<file path="config.mk">
export PLATFORM = sky130hd
export DESIGN_NAME = fnd_scan_ctrl
export DESIGN_NICKNAME = d
export VERILOG_FILES = /design/src/rtl/fnd_pkg.sv /design/src/rtl/fnd_scan_ctrl_seg.sv /design/src/rtl/fnd_scan_ctrl.sv
export SDC_FILE = /design/constraint.sdc
export NUM_CORES = 1
export LEC_CHECK = 0
export CAP_MARGIN = 20
export CELL_PAD_IN_SITES_DETAIL_PLACEMENT = 0
export CELL_PAD_IN_SITES_GLOBAL_PLACEMENT = 1
export CORE_MARGIN = 2
export CORE_UTILIZATION = 25
export CTS_BUF_LIST = sky130_fd_sc_hd__clkbuf_8
export DETAILED_ROUTE_END_ITERATION = 10
export PLACE_DENSITY_LB_ADDON = 0.1
export SLEW_MARGIN = 10
export SYNTH_ARGS = -nofsm -noshare
export SYNTH_HDL_FRONTEND = slang
export SYNTH_SLANG_ARGS = --single-unit
</file>
<file path="constraint.sdc">
create_clock -name PCLK -period 3.2 [get_ports PCLK]
set_input_delay 0.8 -clock PCLK [delete_from_list [all_inputs] [get_ports PCLK]]
set_output_delay 0.8 -clock PCLK [all_outputs]
set_load 0.005 [all_outputs]
</file>
<file path="src/rtl/fnd_pkg.sv">
// fnd_pkg: shared constants for the 4-digit FND scan controller.
//   - APB register byte offsets and their PADDR[3:2] selectors
//   - FCR bit positions
//   - 16-entry active-low segment LUT (bits [6:0], dot excluded)
//   - digit-enable decode helper
package fnd_pkg;

  localparam logic [3:0] OFF_FCR = 4'h0;
  localparam logic [3:0] OFF_FDR = 4'h4;
  localparam logic [3:0] OFF_FPR = 4'h8;
  localparam logic [3:0] OFF_FSR = 4'hC;

  typedef enum logic [1:0] {
    SEL_FCR = 2'd0,
    SEL_FDR = 2'd1,
    SEL_FPR = 2'd2,
    SEL_FSR = 2'd3
  } reg_sel_e;

  localparam int FCR_EN_BIT   = 0;
  localparam int FCR_SYNC_BIT = 1;

  // Entry n is the active-low segment pattern for hex digit n (index 15 listed first).
  localparam logic [15:0][6:0] SEG_LUT = {
    7'h0E, 7'h06, 7'h21, 7'h46, 7'h03, 7'h08, 7'h10, 7'h00,
    7'h78, 7'h02, 7'h12, 7'h19, 7'h30, 7'h24, 7'h79, 7'h40
  };

  // Active-low one-hot digit enable for a scan index.
  function automatic logic [3:0] comm_decode(input logic [1:0] idx);
    logic [3:0] comm;
    case (idx)
      2'd0:    comm = 4'b1110;
      2'd1:    comm = 4'b1101;
      2'd2:    comm = 4'b1011;
      2'd3:    comm = 4'b0111;
      default: comm = 4'b1111;
    endcase
    return comm;
  endfunction

endpackage

</file>
<file path="src/rtl/fnd_scan_ctrl_seg.sv">
// fnd_seg_decode: maps one digit (nibble, dot, blank) to the active-low
// segment byte driven on fndFont.
//   nibble_i : hex value of the digit
//   dot_i    : 1 lights the decimal point (font bit7 driven low)
//   blank_i  : 1 turns every segment off (font = 8'hFF)
//   font_o   : active-low segments, bit7 = dot
module fnd_seg_decode
  import fnd_pkg::*;
(
  input  logic [3:0] nibble_i,
  input  logic       dot_i,
  input  logic       blank_i,
  output logic [7:0] font_o
);

  // Segment lookup with blank override.
  always_comb begin
    font_o = 8'hFF;
    if (blank_i) begin
      font_o = 8'hFF;
    end else begin
      font_o = {~dot_i, SEG_LUT[nibble_i]};
    end
  end

endmodule

</file>
<file path="src/rtl/fnd_scan_ctrl.sv">
// fnd_scan_ctrl: APB-programmed 4-digit multiplexed FND scanner.
//   PCLK/PRESET        : clock, asynchronous active-high reset
//   PADDR..PSEL        : APB slave (one wait state), PRDATA/PREADY registered
//   fndComm            : active-low digit enables
//   fndFont            : active-low segments, bit7 = dot
//   frame_done         : one-cycle pulse on the last tick of digit 3
// Registers: FCR(EN,SYNC) FDR(digits) FPR(dot/blank) FSR(index,pending, RO).
// FDR/FPR writes land in staging copies; the displayed copies follow staging
// every cycle, or only at frame boundaries when EN and SYNC are both set.
module fnd_scan_ctrl
  import fnd_pkg::*;
#(
  parameter int SCAN_DIV = 100000
) (
  input  logic        PCLK,
  input  logic        PRESET,
  input  logic [3:0]  PADDR,
  input  logic [31:0] PWDATA,
  input  logic        PWRITE,
  input  logic        PENABLE,
  input  logic        PSEL,
  output logic [31:0] PRDATA,
  output logic        PREADY,
  output logic [3:0]  fndComm,
  output logic [7:0]  fndFont,
  output logic        frame_done
);

  localparam int            CW   = $clog2(SCAN_DIV);
  localparam logic [CW-1:0] TERM = CW'(SCAN_DIV - 1);

  logic          pready_q,     pready_d;
  logic [31:0]   prdata_q,     prdata_d;
  logic [1:0]    fcr_q,        fcr_d;
  logic [15:0]   stg_fdr_q,    stg_fdr_d;
  logic [7:0]    stg_fpr_q,    stg_fpr_d;
  logic [15:0]   act_fdr_q,    act_fdr_d;
  logic [7:0]    act_fpr_q,    act_fpr_d;
  logic          pending_q,    pending_d;
  logic [CW-1:0] cnt_q,        cnt_d;
  logic [1:0]    idx_q,        idx_d;
  logic          frame_done_q, frame_done_d;

  logic          access_s, wr_s, rd_s, wr_disp_s;
  logic          en_s, sync_mode_s, boundary_s;
  reg_sel_e      sel_s;
  logic [31:0]   rdata_s;
  logic [7:0]    seg_font_s;
  logic          unused_apb_s;

  assign unused_apb_s = ^{PADDR[1:0], PWDATA[31:16]};

  // Next-state logic: APB handshake, register file, copy policy, scan counters.
  always_comb begin
    access_s    = PSEL & PENABLE & ~pready_q;
    wr_s        = access_s & PWRITE;
    rd_s        = access_s & ~PWRITE;
    sel_s       = reg_sel_e'(PADDR[3:2]);
    en_s        = fcr_q[FCR_EN_BIT];
    sync_mode_s = en_s & fcr_q[FCR_SYNC_BIT];
    wr_disp_s   = wr_s & ((sel_s == SEL_FDR) | (sel_s == SEL_FPR));
    // frame_done_q is high exactly on the digit-3 terminal tick.
    boundary_s  = frame_done_q;

    pready_d  = access_s;
    fcr_d     = fcr_q;
    stg_fdr_d = stg_fdr_q;
    stg_fpr_d = stg_fpr_q;
    act_fdr_d = act_fdr_q;
    act_fpr_d = act_fpr_q;
    pending_d = pending_q;
    cnt_d     = cnt_q;
    idx_d     = idx_q;

    case (sel_s)
      SEL_FCR: rdata_s = {30'd0, fcr_q};
      SEL_FDR: rdata_s = {16'd0, stg_fdr_q};
      SEL_FPR: rdata_s = {24'd0, stg_fpr_q};
      SEL_FSR: rdata_s = {29'd0, pending_q, idx_q};
      default: rdata_s = 32'd0;
    endcase

    if (rd_s) begin
      prdata_d = rdata_s;
    end else begin
      prdata_d = prdata_q;
    end

    if (wr_s) begin
      case (sel_s)
        SEL_FCR: fcr_d     = PWDATA[1:0];
        SEL_FDR: stg_fdr_d = PWDATA[15:0];
        SEL_FPR: stg_fpr_d = PWDATA[7:0];
        default: fcr_d     = fcr_q;
      endcase
    end else begin
      fcr_d = fcr_q;
    end

    // Active copies take the pre-edge staging value, so a write landing on a
    // boundary is shown one frame later and keeps pending set.
    if (!sync_mode_s || boundary_s) begin
      act_fdr_d = stg_fdr_q;
      act_fpr_d = stg_fpr_q;
    end else begin
      act_fdr_d = act_fdr_q;
      act_fpr_d = act_fpr_q;
    end

    if (!sync_mode_s) begin
      pending_d = 1'b0;
    end else if (wr_disp_s) begin
      pending_d = 1'b1;
    end else if (boundary_s) begin
      pending_d = 1'b0;
    end else begin
      pending_d = pending_q;
    end

    // Counters run only while enabled before and after this edge; clearing or
    // setting EN zeroes them on the same edge the FCR write commits.
    if (en_s && fcr_d[FCR_EN_BIT]) begin
      if (cnt_q == TERM) begin
        cnt_d = '0;
        idx_d = idx_q + 2'd1;
      end else begin
        cnt_d = cnt_q + CW'(1);
        idx_d = idx_q;
      end
    end else begin
      cnt_d = '0;
      idx_d = 2'd0;
    end

    // Predict the tick so the registered pulse lines up with the tick cycle.
    frame_done_d = fcr_d[FCR_EN_BIT] & (cnt_d == TERM) & (idx_d == 2'd3);
  end

  // State registers.
  always_ff @(posedge PCLK or posedge PRESET) begin
    if (PRESET) begin
      pready_q     <= 1'b0;
      prdata_q     <= 32'd0;
      fcr_q        <= 2'd0;
      stg_fdr_q    <= 16'd0;
      stg_fpr_q    <= 8'd0;
      act_fdr_q    <= 16'd0;
      act_fpr_q    <= 8'd0;
      pending_q    <= 1'b0;
      cnt_q        <= '0;
      idx_q        <= 2'd0;
      frame_done_q <= 1'b0;
    end else begin
      pready_q     <= pready_d;
      prdata_q     <= prdata_d;
      fcr_q        <= fcr_d;
      stg_fdr_q    <= stg_fdr_d;
      stg_fpr_q    <= stg_fpr_d;
      act_fdr_q    <= act_fdr_d;
      act_fpr_q    <= act_fpr_d;
      pending_q    <= pending_d;
      cnt_q        <= cnt_d;
      idx_q        <= idx_d;
      frame_done_q <= frame_done_d;
    end
  end

  fnd_seg_decode u_seg (
    .nibble_i (act_fdr_q[{idx_q, 2'b00} +: 4]),
    .dot_i    (act_fpr_q[idx_q]),
    .blank_i  (act_fpr_q[{1'b1, idx_q}]),
    .font_o   (seg_font_s)
  );

  // Display drive: blank while disabled.
  always_comb begin
    fndComm = 4'hF;
    fndFont = 8'hFF;
    if (en_s) begin
      fndComm = comm_decode(idx_q);
      fndFont = seg_font_s;
    end else begin
      fndComm = 4'hF;
      fndFont = 8'hFF;
    end
  end

  assign PRDATA     = prdata_q;
  assign PREADY     = pready_q;
  assign frame_done = frame_done_q;

endmodule

</file>
==> flow_summary.json <==
{
  "first_pass_iters": 4,
  "critPathRequiredTime_ps": 2400,
  "path_cells": "mux4_2 > ha_2 > nor2b_1 > a21oi_1 > o221ai_1 > dlygate4sd2_1",
  "dieArea_um2": 18910,
  "drive_gt1_share_pct": 24.14,
  "wirelength_um": 11370,
  "cts-buffers-inserted": 9,
  "worstSetupEndpointType": "output pin",
  "antenna_found_initial": 0,
  "cp-startpoint": "idx_q[0]",
  "die_w_um": 137.5,
  "peakVddDrop_v": 0.0001827,
  "outcome": "complete, no violations",
  "r2r-end": "frame_done",
  "synth-seq-cells": 88,
  "pre_cts_slack_ps": 30.29,
  "grt_max_degree": 34,
  "synth.most_common_cell": "dfrtp_1",
  "final_nets": 515,
  "yosys-top-cells-area": "dfrtp_1 (49%), mux2_2 (13%), ha_1 (4.2%)",
  "async_flop_share_pct": 100.0,
  "hold_viol_final": 0,
  "antenna_left": 0,
  "vias_per_cell": 4.419,
  "crit_end": "fndFont[5]",
  "cts_hold_buffers": 0,
  "multiInputGateArea_um2": 2066,
  "drt-initial-drc-count": 132,
  "power_density_nw_per_um2": 551.9,
  "vias": 3045,
  "cellLeakagePower_nw": 2.313,
  "synth_area_um2": 4456,
  "core_area_um2": 17360,
  "synth_cell_types": 49,
  "seqCellArea_um2": 2203,
  "total_power_mw": 3.015,
  "ys_seq_area_share_pct": 49.42,
  "drv_slew": 0,
  "port_buffers": 52,
  "rsz0062_at_grt": "yes",
  "setup_viol": 0,
  "globalplace.congestion": 0.7171,
  "rows": 48,
  "wire_per_inst_um": 16.50,
  "netlist_instances": 395,
  "synth_ff_type": "dfrtp_1",
  "finalSetupTns_ps": 0,
  "overflow": 0,
  "r2r_setup_slack_ps": 870,
  "start_util_pct": 25.67,
  "synth_top_area_share_pct": 49.42,
  "cp_data_arrival_time_ps": 2360,
  "grt_pass1_wl_um": 18180,
  "htreeDepth": 3,
  "tightest_slew_ps": 861.2,
  "cts_buffer_depth": 2,
  "critPathKind": "register to output pin",
  "hpwl_um": 8094,
  "die_y_um": 137.5,
  "worst_skew_pair.late_latency_ps": 370,
  "cts_tree": "built",
  "finClkSkew_ps": 8.321,
  "gr-usage-all-layers_pct": 13.04,
  "max_slew_margin_pct": 42.06,
  "cp-start-kind": "register",
  "cts-root-buf": "clkbuf_8",
  "drc": 0,
  "n_antenna_cell": 0,
  "grt_pass1_vias": 3168,
  "fmax_ghz": 0.3167,
  "timing.final.crit_share_pct": 98.67,
  "cts_sinks": 88,
  "synth.avg_cell_area_um2": 11.28,
  "fillers": 1808,
  "cp_slowest_cell": "mux4_2",
  "clkTransAtPathRegs_ps": 90,
  "syn_to_final_growth_pct": 22.61,
  "worst_slack_ps": 42.42,
  "max-cap-violations": 0,
  "r2r_start": "idx_q[0]",
  "fin_crit_ps": 3158,
  "hp-class": "register to register",
  "cp_slowest_stage_delay_ps": 590,
  "synth_top_area_cell": "dfrtp_1",
  "path_max_fanout": 5,
  "fin_hold_ws_ps": 484.6,
  "synth_edf_count": 0,
  "ys_warn_count": 0,
  "ios": 87,
  "synthTopCellsByCount": "dfrtp_1 (88), mux2_2 (50), nand2_1 (48)",
  "worstRegToRegCells": 6
}
==> through the flow <==
step	cells	utilization [%]	area, µm²
after floorplan	410	-	4512
after global placement	665	30.04	5214
after detailed placement	665	30.04	5214
after CTS	685	31.16	5409
after global routing	689	31.47	5463
final	689	31.47	5463
==> per-layer routing <==
metal / GRT usage [%] / routed length [µm] / vias to the layer above
met4: 3.150 / 131 / 0
met1: 17.62 / 5241 / 1496
met3: 3.716 / 504 / 11
met5: 0 / 0 / -
met2: 20.62 / 5493 / 63
li1: - / - / 1475
==> cell usage in the layout (no fill, tap or decap), types with 4 or more instances in the layout <==
cell / instances
clkinv_2: 5
mux2i_1: 4
nand3_1: 9
buf_4: 19
xor2_1: 12
mux2_2: 50
ha_1: 13
clkbuf_8: 9
a21oi_1: 9
nand2b_1: 4
o221ai_1: 5
nand2_1: 48
o21ai_0: 11
dfrtp_1: 87
o31ai_1: 6
xnor2_1: 7
inv_1: 8
mux4_2: 6
a22oi_1: 5
clkdlybuf4s50_1: 45
conb_1: 16
nor2_1: 26
==> worst max-delay path: cells and delay by family (launching register included) <==
family	cells	cell delay, ps
AND/OR/NAND/NOR	1	140
multiplexers	1	590
flip-flops	1	460
adder cells (fa/ha/maj)	1	230
buffers and inverters	1	280
AO/OA/AOI/OAI	2	280
==> kinds of logic (layout without fill, tap and decap cells) <==
| kind of cell | count (synthesis) | after routing | synth area share [%] |
|---|---|---|---|
| flops | 88 | 88 | 49.42 |
| xor+xnor | 19 | 19 | 3.735 |
| simple gates | 115 | 115 | 12.38 |
| other cells | 1 | 16 | 0.08417 |
| fa+ha+maj | 15 | 15 | 4.212 |
| compound gates | 50 | 50 | 7.667 |
| mux | 60 | 60 | 16.57 |
| buf+inv | 47 | 101 | 5.925 |
==> registers in the layout, summed over array words and instances (netlist names), 2 cells and up <==
name	cells
idx_q	2
stg_fpr_q	8
cnt_q	17
fcr_q	2
PRDATA	16
stg_fdr_q	16
act_fdr_q	16
act_fpr_q	8
==> area by class of cell <==
cell class                 count  share of cell area, %
sequential                    88                  40.33
multi-input combinational    275                  37.81
inverter                      10                 0.7558
tap                          225                  5.153
clock buffer                   9                  2.268
timing repair buffer          75                  12.94
clock inverter                 7                 0.7329
==> worst min path at each step <==
| stage | cells after the start | endpoint | from | slack, ps |
|---|---|---|---|---|
| 2_1_floorplan | 1 | cnt_q[0] | cnt_q[0] | 460 |
| 3_3_place_gp | 2 | PRDATA[14] | PRDATA[14] | 460 |
| 3_5_place_dp | 2 | PRDATA[13] | PRDATA[13] | 470 |
| 4_1_cts | 2 | PRDATA[13] | PRDATA[13] | 490 |
| 5_1_grt | 2 | PRDATA[3] | PRDATA[3] | 530 |
| 6_report | 2 | PRDATA[13] | PRDATA[13] | 480 |
==> report_power, final <==
part	switching [mW]	internal, mW
sequential	0.166	1.33
clock	0.411	0.275
combinational	0.360	0.475
total	0.937	2.08
==> timing repair <==
action	4_1_cts	5_1_grt
resized for setup	15	13
pin swaps	0	2
setup buffers	4	4
endpoints found under the setup margin	8	8
(Power assumes the default switching activity.)
